## config.mk

```make
export PLATFORM = sky130hd
export DESIGN_NAME = mem_port_arbiter
export DESIGN_NICKNAME = d
export VERILOG_FILES = /design/src/rtl/mem_port_arbiter.sv
export SDC_FILE = /design/constraint.sdc
export NUM_CORES = 1
export LEC_CHECK = 0
export BUFFER_PORTS_ARGS = -buffer_cell sky130_fd_sc_hd__buf_2
export CAP_MARGIN = 20
export CELL_PAD_IN_SITES_DETAIL_PLACEMENT = 1
export CELL_PAD_IN_SITES_GLOBAL_PLACEMENT = 1
export CORE_MARGIN = 4
export CORE_UTILIZATION = 16
export CTS_CLUSTER_DIAMETER = 200
export CTS_CLUSTER_SIZE = 24
export DETAILED_ROUTE_END_ITERATION = 10
export GPL_TIMING_DRIVEN = 1
export HOLD_SLACK_MARGIN = 0.08
export PLACE_DENSITY = 0.83
export RECOVER_POWER = 50
export SLEW_MARGIN = 0
export SYNTH_ARGS = -nofsm -noshare
export SYNTH_HDL_FRONTEND = slang
export SYNTH_SLANG_ARGS = --single-unit
```

## constraint.sdc

```tcl
create_clock -name clk -period 2.3 [get_ports clk]
set_clock_uncertainty 0.15 [all_clocks]
set_input_delay 0.46 -clock clk [delete_from_list [all_inputs] [get_ports clk]]
set_output_delay 0.46 -clock clk [all_outputs]
set_load 0.02 [all_outputs]
```

## src/rtl/mem_port_arbiter.sv

```systemverilog
// Arbitrates the single memory port between instruction fetch and the LSU, one outstanding transaction.
// Optional watchdog on stalled grant/response waits is enabled by defining BUS_TIMEOUT_EN.
module mem_port_arbiter #(
    parameter int unsigned ADDR_W         = 32,
    parameter int unsigned LSU_MAX_CONSEC = 4,
    parameter int unsigned TIMEOUT_CYCLES = 255
) (
    input  logic              clk,
    input  logic              rst_n,
    input  logic              if_req_i,
    input  logic [ADDR_W-1:0] if_addr_i,
    output logic              if_gnt_o,
    output logic              if_rvalid_o,
    output logic              if_err_o,
    input  logic              lsu_req_i,
    input  logic [ADDR_W-1:0] lsu_addr_i,
    input  logic              lsu_we_i,
    input  logic [3:0]        lsu_be_i,
    input  logic [31:0]       lsu_wdata_i,
    output logic              lsu_gnt_o,
    output logic              lsu_rvalid_o,
    output logic              lsu_err_o,
    output logic [31:0]       rdata_o,
    output logic              mem_req_o,
    output logic [ADDR_W-1:0] mem_addr_o,
    output logic              mem_we_o,
    output logic [3:0]        mem_be_o,
    output logic [31:0]       mem_wdata_o,
    input  logic              mem_gnt_i,
    input  logic              mem_rvalid_i,
    input  logic              mem_err_i,
    input  logic [31:0]       mem_rdata_i,
    output logic              busy_o
);

    localparam int unsigned CNT_W = (LSU_MAX_CONSEC == 0) ? 1 : $clog2(LSU_MAX_CONSEC + 1);
    localparam logic [CNT_W-1:0] CNT_MAX = CNT_W'(LSU_MAX_CONSEC);

`ifdef BUS_TIMEOUT_EN
    localparam int unsigned TMR_W = (TIMEOUT_CYCLES == 0) ? 1 : $clog2(TIMEOUT_CYCLES + 1);
    localparam logic [TMR_W-1:0] TMR_MAX = TMR_W'(TIMEOUT_CYCLES);

    typedef enum logic [1:0] {IDLE, WAIT_GNT, WAIT_RVALID, ABORT} state_e;

    logic [TMR_W-1:0] timer_q, timer_d;
`else
    typedef enum logic [1:0] {IDLE, WAIT_GNT, WAIT_RVALID} state_e;

    logic unused_timeout;
    assign unused_timeout = (TIMEOUT_CYCLES != 0);
`endif

    state_e           state_q, state_d;
    logic             owner_lsu_q, owner_lsu_d;
    logic [CNT_W-1:0] consec_q, consec_d;
    logic             cur_lsu;
    logic             gnt;
    logic             rsp_valid;
    logic             rsp_err;

    // State, owner, fairness counter and watchdog registers
    always_ff @(posedge clk or negedge rst_n) begin
        if (!rst_n) begin
            state_q     <= IDLE;
            owner_lsu_q <= 1'b0;
            consec_q    <= '0;
`ifdef BUS_TIMEOUT_EN
            timer_q     <= '0;
`endif
        end else begin
            state_q     <= state_d;
            owner_lsu_q <= owner_lsu_d;
            consec_q    <= consec_d;
`ifdef BUS_TIMEOUT_EN
            timer_q     <= timer_d;
`endif
        end
    end

    // Next-state, arbitration and handshake outputs
    always_comb begin
        state_d     = state_q;
        owner_lsu_d = owner_lsu_q;
        consec_d    = consec_q;
        cur_lsu     = owner_lsu_q;
        mem_req_o   = 1'b0;
        rsp_valid   = 1'b0;
        rsp_err     = 1'b0;
`ifdef BUS_TIMEOUT_EN
        timer_d     = timer_q;
`endif

        case (state_q)
            IDLE: begin
                // IF wins a contended cycle once the LSU has used up its consecutive budget
                cur_lsu = lsu_req_i & (~if_req_i | (consec_q != CNT_MAX));
                if (rst_n && (if_req_i || lsu_req_i)) begin
                    mem_req_o   = 1'b1;
                    owner_lsu_d = cur_lsu;
                    state_d     = mem_gnt_i ? WAIT_RVALID : WAIT_GNT;
`ifdef BUS_TIMEOUT_EN
                    timer_d     = '0;
`endif
                end
            end
            WAIT_GNT: begin
                mem_req_o = 1'b1;
                if (mem_gnt_i) begin
                    state_d = WAIT_RVALID;
`ifdef BUS_TIMEOUT_EN
                    timer_d = '0;
                end else if (timer_q == TMR_MAX) begin
                    rsp_valid = 1'b1;
                    rsp_err   = 1'b1;
                    state_d   = IDLE;
                end else begin
                    timer_d = timer_q + TMR_W'(1);
`endif
                end
            end
            WAIT_RVALID: begin
                if (mem_rvalid_i) begin
                    rsp_valid = 1'b1;
                    rsp_err   = mem_err_i;
                    state_d   = IDLE;
`ifdef BUS_TIMEOUT_EN
                end else if (timer_q == TMR_MAX) begin
                    rsp_valid = 1'b1;
                    rsp_err   = 1'b1;
                    state_d   = ABORT;
                    timer_d   = '0;
                end else begin
                    timer_d = timer_q + TMR_W'(1);
`endif
                end
            end
`ifdef BUS_TIMEOUT_EN
            ABORT: begin
                // Wait out a late response so it cannot be mistaken for the next transaction's
                if (mem_rvalid_i || (timer_q == TMR_MAX)) begin
                    state_d = IDLE;
                end else begin
                    timer_d = timer_q + TMR_W'(1);
                end
            end
`endif
            default: state_d = IDLE;
        endcase

        gnt       = mem_gnt_i & mem_req_o;
        if_gnt_o  = gnt & ~cur_lsu;
        lsu_gnt_o = gnt & cur_lsu;

        if (lsu_gnt_o) begin
            if (if_req_i) begin
                consec_d = (consec_q == CNT_MAX) ? consec_q : consec_q + CNT_W'(1);
            end else begin
                consec_d = '0;
            end
        end else if (if_gnt_o) begin
            consec_d = '0;
        end

        if_rvalid_o  = rsp_valid & ~owner_lsu_q;
        if_err_o     = rsp_err & ~owner_lsu_q;
        lsu_rvalid_o = rsp_valid & owner_lsu_q;
        lsu_err_o    = rsp_err & owner_lsu_q;

        mem_addr_o  = '0;
        mem_we_o    = 1'b0;
        mem_be_o    = 4'h0;
        mem_wdata_o = 32'h0;
        if (mem_req_o) begin
            mem_addr_o  = cur_lsu ? lsu_addr_i : if_addr_i;
            mem_we_o    = cur_lsu & lsu_we_i;
            mem_be_o    = cur_lsu ? lsu_be_i : 4'hF;
            mem_wdata_o = cur_lsu ? lsu_wdata_i : 32'h0;
        end
    end

    assign rdata_o = mem_rdata_i;
    assign busy_o  = (state_q != IDLE);

endmodule

```

==> flow_summary.toml, run 1 <==
[timing]
setup-violations-final = 71
grt_setup_unrepaired = "true"
layout_setup_ws_ps = -245
whs_ps = 307
max_freq_mhz = 393
worst_pin_slew_ps = 379
post-route-period-util = 1.11
finalHoldViolations = 0
min_period_ps = 2550
slew-limit-headroom = 0.748
slew_violations = 0

[grt]
grt_pass1_vias = 2421
grt_max_degree = 38
grt_pass1_wl_um = 12100
grt-ovfl-total = 0
track_usage = 0.130
antenna_found_initial = 0

[placed_design]
dp_slack_ps = -132
portBuffers = 184
placed_cells = 507
gp_routability_congestion = 0.808
dp_hpwl_um = 6070

[power]
power.internal_mw = 0.975
p_switching_mw = 0.910
p_clk_frac = 0.081
seqPwrFrac = 0.077
share_comb_of_total_power = 0.842
ir_worst_vdd_mv = 0.216
p_per_area_nw_per_um2 = 612
p_sw_frac = 0.483
p_leak_nw = 1.66

[setup_path]
startpoint_type = "flop"
worst-endpoint-arrival_ps = 1940
cp_max_fo = 8
crit_required_ps = 1690
critPathKind = "flop to output pin"
crit_path_end_kind = "output pin"

[final_layout]
antenna_cells = 0
fillers = 1198
final_core_util = 0.329
instances_no_fill = 522
final_nets = 537
layout_commonest_cell = "buf_2"
final_cell_mix = "buf_2 (116), buf_4 (53), nand2_2 (35)"
layout-drive-gt1-share = 0.753
syn_to_final_growth_pct = 97.8

[clock_network]
ctsRootBufferMaster = "clkbuf_8"
cts.sinks = 6
clockBufferDepth = 2
cts_tree = "built"
clk_pin_slew_ps = 40
clkLatencyLatePin_ps = 220
htree_levels = 1
cts_buffers = 3

[routing]
drt_iter0_markers = 104
drt_first_pass_iters = 4
vias_per_cell = 4.39
num_vias = 2293
detail_route.drc_violations = 0
ant_nets = 0
wl_um = 8660
wl_per_cell_um = 16.6

[outcome]
violations = "setup timing"
status = "finished with violations"

[floorplanning]
start_util = 0.166
dieArea_um2 = 11400
fp.dieH_um = 107
core_um2 = 9370
rows = 35
top_level_ports = 249
die_w_um = 107

[logic_synthesis]
syn_area_um2 = 1560
syn_avg_cell_area_um2 = 6.69
synthFlopType = "dfrtp_1"
yosysWarnings = 0
synthArstFlopShare = 1.00
syn-num-nets = 375
synth_top_area_cell = "buf_4"
yosys-top-cells-area = "buf_4 (16%), and3_1 (14%), a21oi_2 (14%), nand2_1 (12%), dfrtp_1 (9.6%)"
synth_top_area_frac = 0.159
seq_area_frac_synth = 0.0964
synth_edf_count = 0
syn_inst = 233
ys_seq_elements = 6
yosys.cell_types.count = 30

[run]
cap_violations = 0

[min_path]
hold_class = "input pin to flop"
[area by class of cell]
| cell class | instances | area, um2 | area share |
|---|---|---|---|
| sequential | 6 | 150 | 0.0487 |
| multi-input combinational | 172 | 1190 | 0.386 |
| tap | 129 | 161 | 0.0524 |
| inverter | 5 | 18.8 | 0.00609 |
| timing repair buffer | 207 | 1520 | 0.493 |
| clock buffer | 3 | 41.3 | 0.0134 |
[per-stage QoR]
step | power, mW | area (um2) | TNS, ps
after detailed placement | 1.28 | 2440 | -3380
after CTS | 1.77 | 2910 | -11600
after global routing | 2.01 | 3080 | -16210
after floorplan | 0.980 | 1570 | 0
final | 1.89 | 3080 | -12280
after global placement | 1.24 | 2440 | -2300
[power by group through the flow]
stage                     clock (mW)  sequential (mW)  combinational (mW)
after floorplan                    0            0.140               0.840
after global placement             0            0.139                1.10
after detailed placement           0            0.142                1.14
after CTS                      0.159            0.143                1.47
after global routing           0.164            0.147                1.70
final                          0.153            0.146                1.59
[critical path, cell delays in order (launching register included)]
cell     delay, ps
dfrtp_1        390
or3b_4         430
o21ai_4        180
buf_6          160
buf_16         140
nand2_2         70
a21oi_2        150
buf_2          190
[layer usage]
metal / track usage / vias up / routed length [um] / part of all wire
met2: 0.266 / 162 / 4670 / 0.54
met1: 0.134 / 1062 / 3120 / 0.36
met3: 0.0307 / 4 / 827 / 0.095
met5: 0 / - / 0 / 0
li1: - / 1065 / - / -
met4: 0.0192 / 0 / 36 / 0.0042
[synthesized netlist by cell type, types with 3 or more instances]
library cell  count
nand2_2          19
clkbuf_1          5
buf_4            33
a21oi_1           7
a21oi_2          25
nand2_1          49
buf_12            3
nor2_1           14
dfrtp_1           6
inv_1             5
buf_2             7
and3_1           36
[worst paths after layout]
| check | start | to | slack (ps) | cells past startpoint |
|---|---|---|---|---|
| max in group asynchronous | rst_n | consec_q[0] | 1100 | 3 |
| max | state_q[1] | mem_addr_o[11] | -250 | 7 |
| min reg2reg | consec_q[2] | consec_q[2] | 420 | 1 |
| min | mem_rvalid_i | state_q[1] | 310 | 2 |
| max reg2reg | state_q[1] | consec_q[2] | 210 | 7 |
| min in group asynchronous | rst_n | state_q[1] | 630 | 3 |
[timing repair]
item / in CTS / in global routing
pin swaps: 3 / 6
setup buffers: 5 / 1
hold buffers: 1 / 0
endpoints found under the setup margin: 71 / 71
resized for setup: 99 / 44
gates cloned: 4 / 1
endpoints found under the hold margin: 6 / 0
[logic make-up after synthesis]
group,count (synthesis),share of synthesized area
AOI/OAI and AO/OA,45,0.226
muxes,1,0.00723
buffers and inverters,55,0.255
and+or+nand+nor,124,0.400
DFF,6,0.0964
adders and majority gates,2,0.0161
[flip-flops by register name, indices dropped and copies added, names as in the netlist]
register and flops:
state_q 2, consec_q 3, owner_lsu_q 1
(Power assumes the default switching activity.)
==> run 2: changes to the inputs <==
- ABC_AREA: unset -> 1
- CORE_UTILIZATION: 16 -> 15
- PLACE_DENSITY: 0.83 -> 0.81
==> run 2 against run 1 <==
The flow still finishes with violations (setup timing). Sequential share of layout area shrank 0.76 points. Clock-buffer cell count is the same. Critical endpoint is now mem_wdata_o[19]. Worst setup slack gained 180 ps. Sequential cell count is the same. Final area grew 19%. Via count grew 10%. Critical path type unchanged. Highest routed layer unchanged.
==> flow_summary.toml, run 2 <==
[outcome]
status = "finished with violations"
violations = "setup timing"

[timing]
layout_setup_ws_ps = -60.6
slew-limit-headroom = 0.744
whs_ps = 257
min_period_ps = 2360
finalHoldViolations = 0
grt_setup_unrepaired = "true"
post-route-period-util = 1.03
worst_pin_slew_ps = 384
slew_violations = 0
max_freq_mhz = 424
setup-violations-final = 47

[min_path]
hold_end = "state_q[0]"
holdPathStages = 2
hold_class = "input pin to flop"
hold_start = "mem_gnt_i"

[final_layout]
syn_to_final_growth_pct = 136
fillers = 1221
layout-drive-gt1-share = 0.729
top_regs = "consec_q (3), state_q (2), owner_lsu_q (1)"
antenna_cells = 0
largest_register_ffs = 3
instances_no_fill = 590
multi_input_area_um2 = 1430
regMostFlops = "consec_q"
seqCellArea_um2 = 150
layout_commonest_cell = "buf_2"
final_nets = 601
final_cell_mix = "buf_2 (123), nor2_1 (73), buf_4 (47)"
final_cell_area_um2 = 3650

[grt]
grt_pass1_wl_um = 12100
track_usage = 0.126
grt-ovfl-total = 0
grt_pass1_vias = 2491
antenna_found_initial = 0
grt_max_degree = 39

[placed_design]
placed_area_um2 = 2360
dp_slack_ps = 25.2
dp_hpwl_um = 6520
placed_cells = 555
gp_routability_congestion = 0.797
portBuffers = 184

[logic_synthesis]
synthFlopType = "dfrtp_1"
yosysWarnings = 0
synthArstFlopShare = 1.00
synth_top_area_frac = 0.249
yosys-top-cells-area = "nor2_1 (25%), buf_4 (17%), nand2_1 (10%), dfrtp_1 (9.7%), o21ai_0 (8.7%)"
synth_most_common_cell = "nor2_1"
yosys.cell_types.count = 25
seq_area_frac_synth = 0.0969
syn-num-nets = 420
synth_edf_count = 0
syn_avg_cell_area_um2 = 5.58
ys_seq_elements = 6
synth_top_area_cell = "nor2_1"
synth_common_cells = "nor2_1 (103), nand2_1 (43), buf_4 (35)"
syn_area_um2 = 1550
syn_inst = 278

[clock_network]
cts_buffers = 3
clockBufferDepth = 2
cts.sinks = 6
ctsRootBufferMaster = "clkbuf_8"
clk_pin_slew_ps = 40
cts_tree = "built"
clkLatencyLatePin_ps = 220
htree_levels = 1

[setup_path]
slowest_stage = "dfrtp_1"
path_common_cell = "nand3_4"
cp_max_fo = 8
cp_cell_sequence = "inv_2 > ha_4 > nand3_4 > nand3_4 > nand2_8 > buf_12 > clkbuf_16 > nand2_2 > nor2_2 > buf_6"
critPathKind = "flop to output pin"
reg2reg_slack_ps = 750
crit_path_end_kind = "output pin"
worstRegToRegCells = 8
worst-endpoint-arrival_ps = 1750
cpPeakStageDelay_ps = 350
reg2reg_to = "consec_q[2]"
startpoint_type = "flop"
rr_startpoint = "consec_q[0]"
crit_required_ps = 1690

[routing]
wl_per_cell_um = 18.0
drt_iter0_markers = 81
drt_first_pass_iters = 4
ant_nets = 0
wl_um = 10600
detail_route.drc_violations = 0
num_vias = 2533
vias_per_cell = 4.29

[floorplanning]
die_w_um = 110
core_um2 = 9910
dieArea_um2 = 12000
rows = 36
top_level_ports = 249
start_util = 0.156
fp.dieH_um = 110

[power]
ir_worst_vdd_mv = 0.334
p_leak_nw = 1.84
finalPower_mw = 2.27
p_per_area_nw_per_um2 = 622

[run]
cap_violations = 0
-- run 2: cells by family after synthesis --
group | Yosys count | synth area share
AO/OA/AOI/OAI | 37 | 0.131
XOR/XNOR | 1 | 0.00565
adder cells (fa/ha/maj) | 2 | 0.0161
buffers and inverters | 62 | 0.291
flip-flops | 6 | 0.0968
AND/OR/NAND/NOR | 170 | 0.460
-- run 2: area by class of cell --
cell class | count | area share
Clock buffer | 3 | 0.0113
Inverter | 13 | 0.0205
Multi-Input combinational cell | 211 | 0.392
Sequential cell | 6 | 0.0411
Timing Repair inverter | 5 | 0.0264
Tap cell | 133 | 0.0455
Timing Repair Buffer | 219 | 0.463
-- run 2: worst max-delay path, delay by kind of cell (launching register included) --
kind	cells	cell delay (ps)
adder cells (fa/ha/maj)	1	170
buffers and inverters	4	490
AND/OR/NAND/NOR	5	510
flip-flops	1	350
-- run 2: worst max path at each step --
| stage | from | end | depth (start not counted) |
|---|---|---|---|
| finish | consec_q[1] | mem_wdata_o[19] | 10 |
| global route | consec_q[1] | mem_wdata_o[19] | 10 |
| CTS | consec_q[1] | if_gnt_o | 9 |
| detailed placement | consec_q[1] | mem_addr_o[11] | 9 |
| global placement | consec_q[1] | mem_addr_o[11] | 9 |
| floorplan | consec_q[0] | mem_addr_o[0] | 9 |
-- run 2: report_power, final --
group          switching (mW)  leakage (nW)  internal, mW
Sequential             0.0193        0.0795         0.122
Combinational            1.11          1.74         0.864
Clock                  0.0462        0.0216         0.113
-- run 2: what timing repair did --
item	in CTS	in global routing
pin swaps	6	40
buffers inserted	8	10
resized for setup	60	200
endpoints found under the setup margin	66	71
hold buffers	1	0
endpoints found under the hold margin	6	0
gates cloned	3	11
-- run 2: layer usage --
metal	routed length, um	GRT usage
met1	3740	0.140
met2	6120	0.247
met3	632	0.0194
met4	148	0.0329
met5	0	0
-- run 2: metrics by stage --
stage	util	setup TNS (ps)
after detailed placement	0.238	0
after floorplan	-	0
after global routing	0.369	-6140
after CTS	0.267	-3770
after global placement	0.238	0
final	0.369	-1330
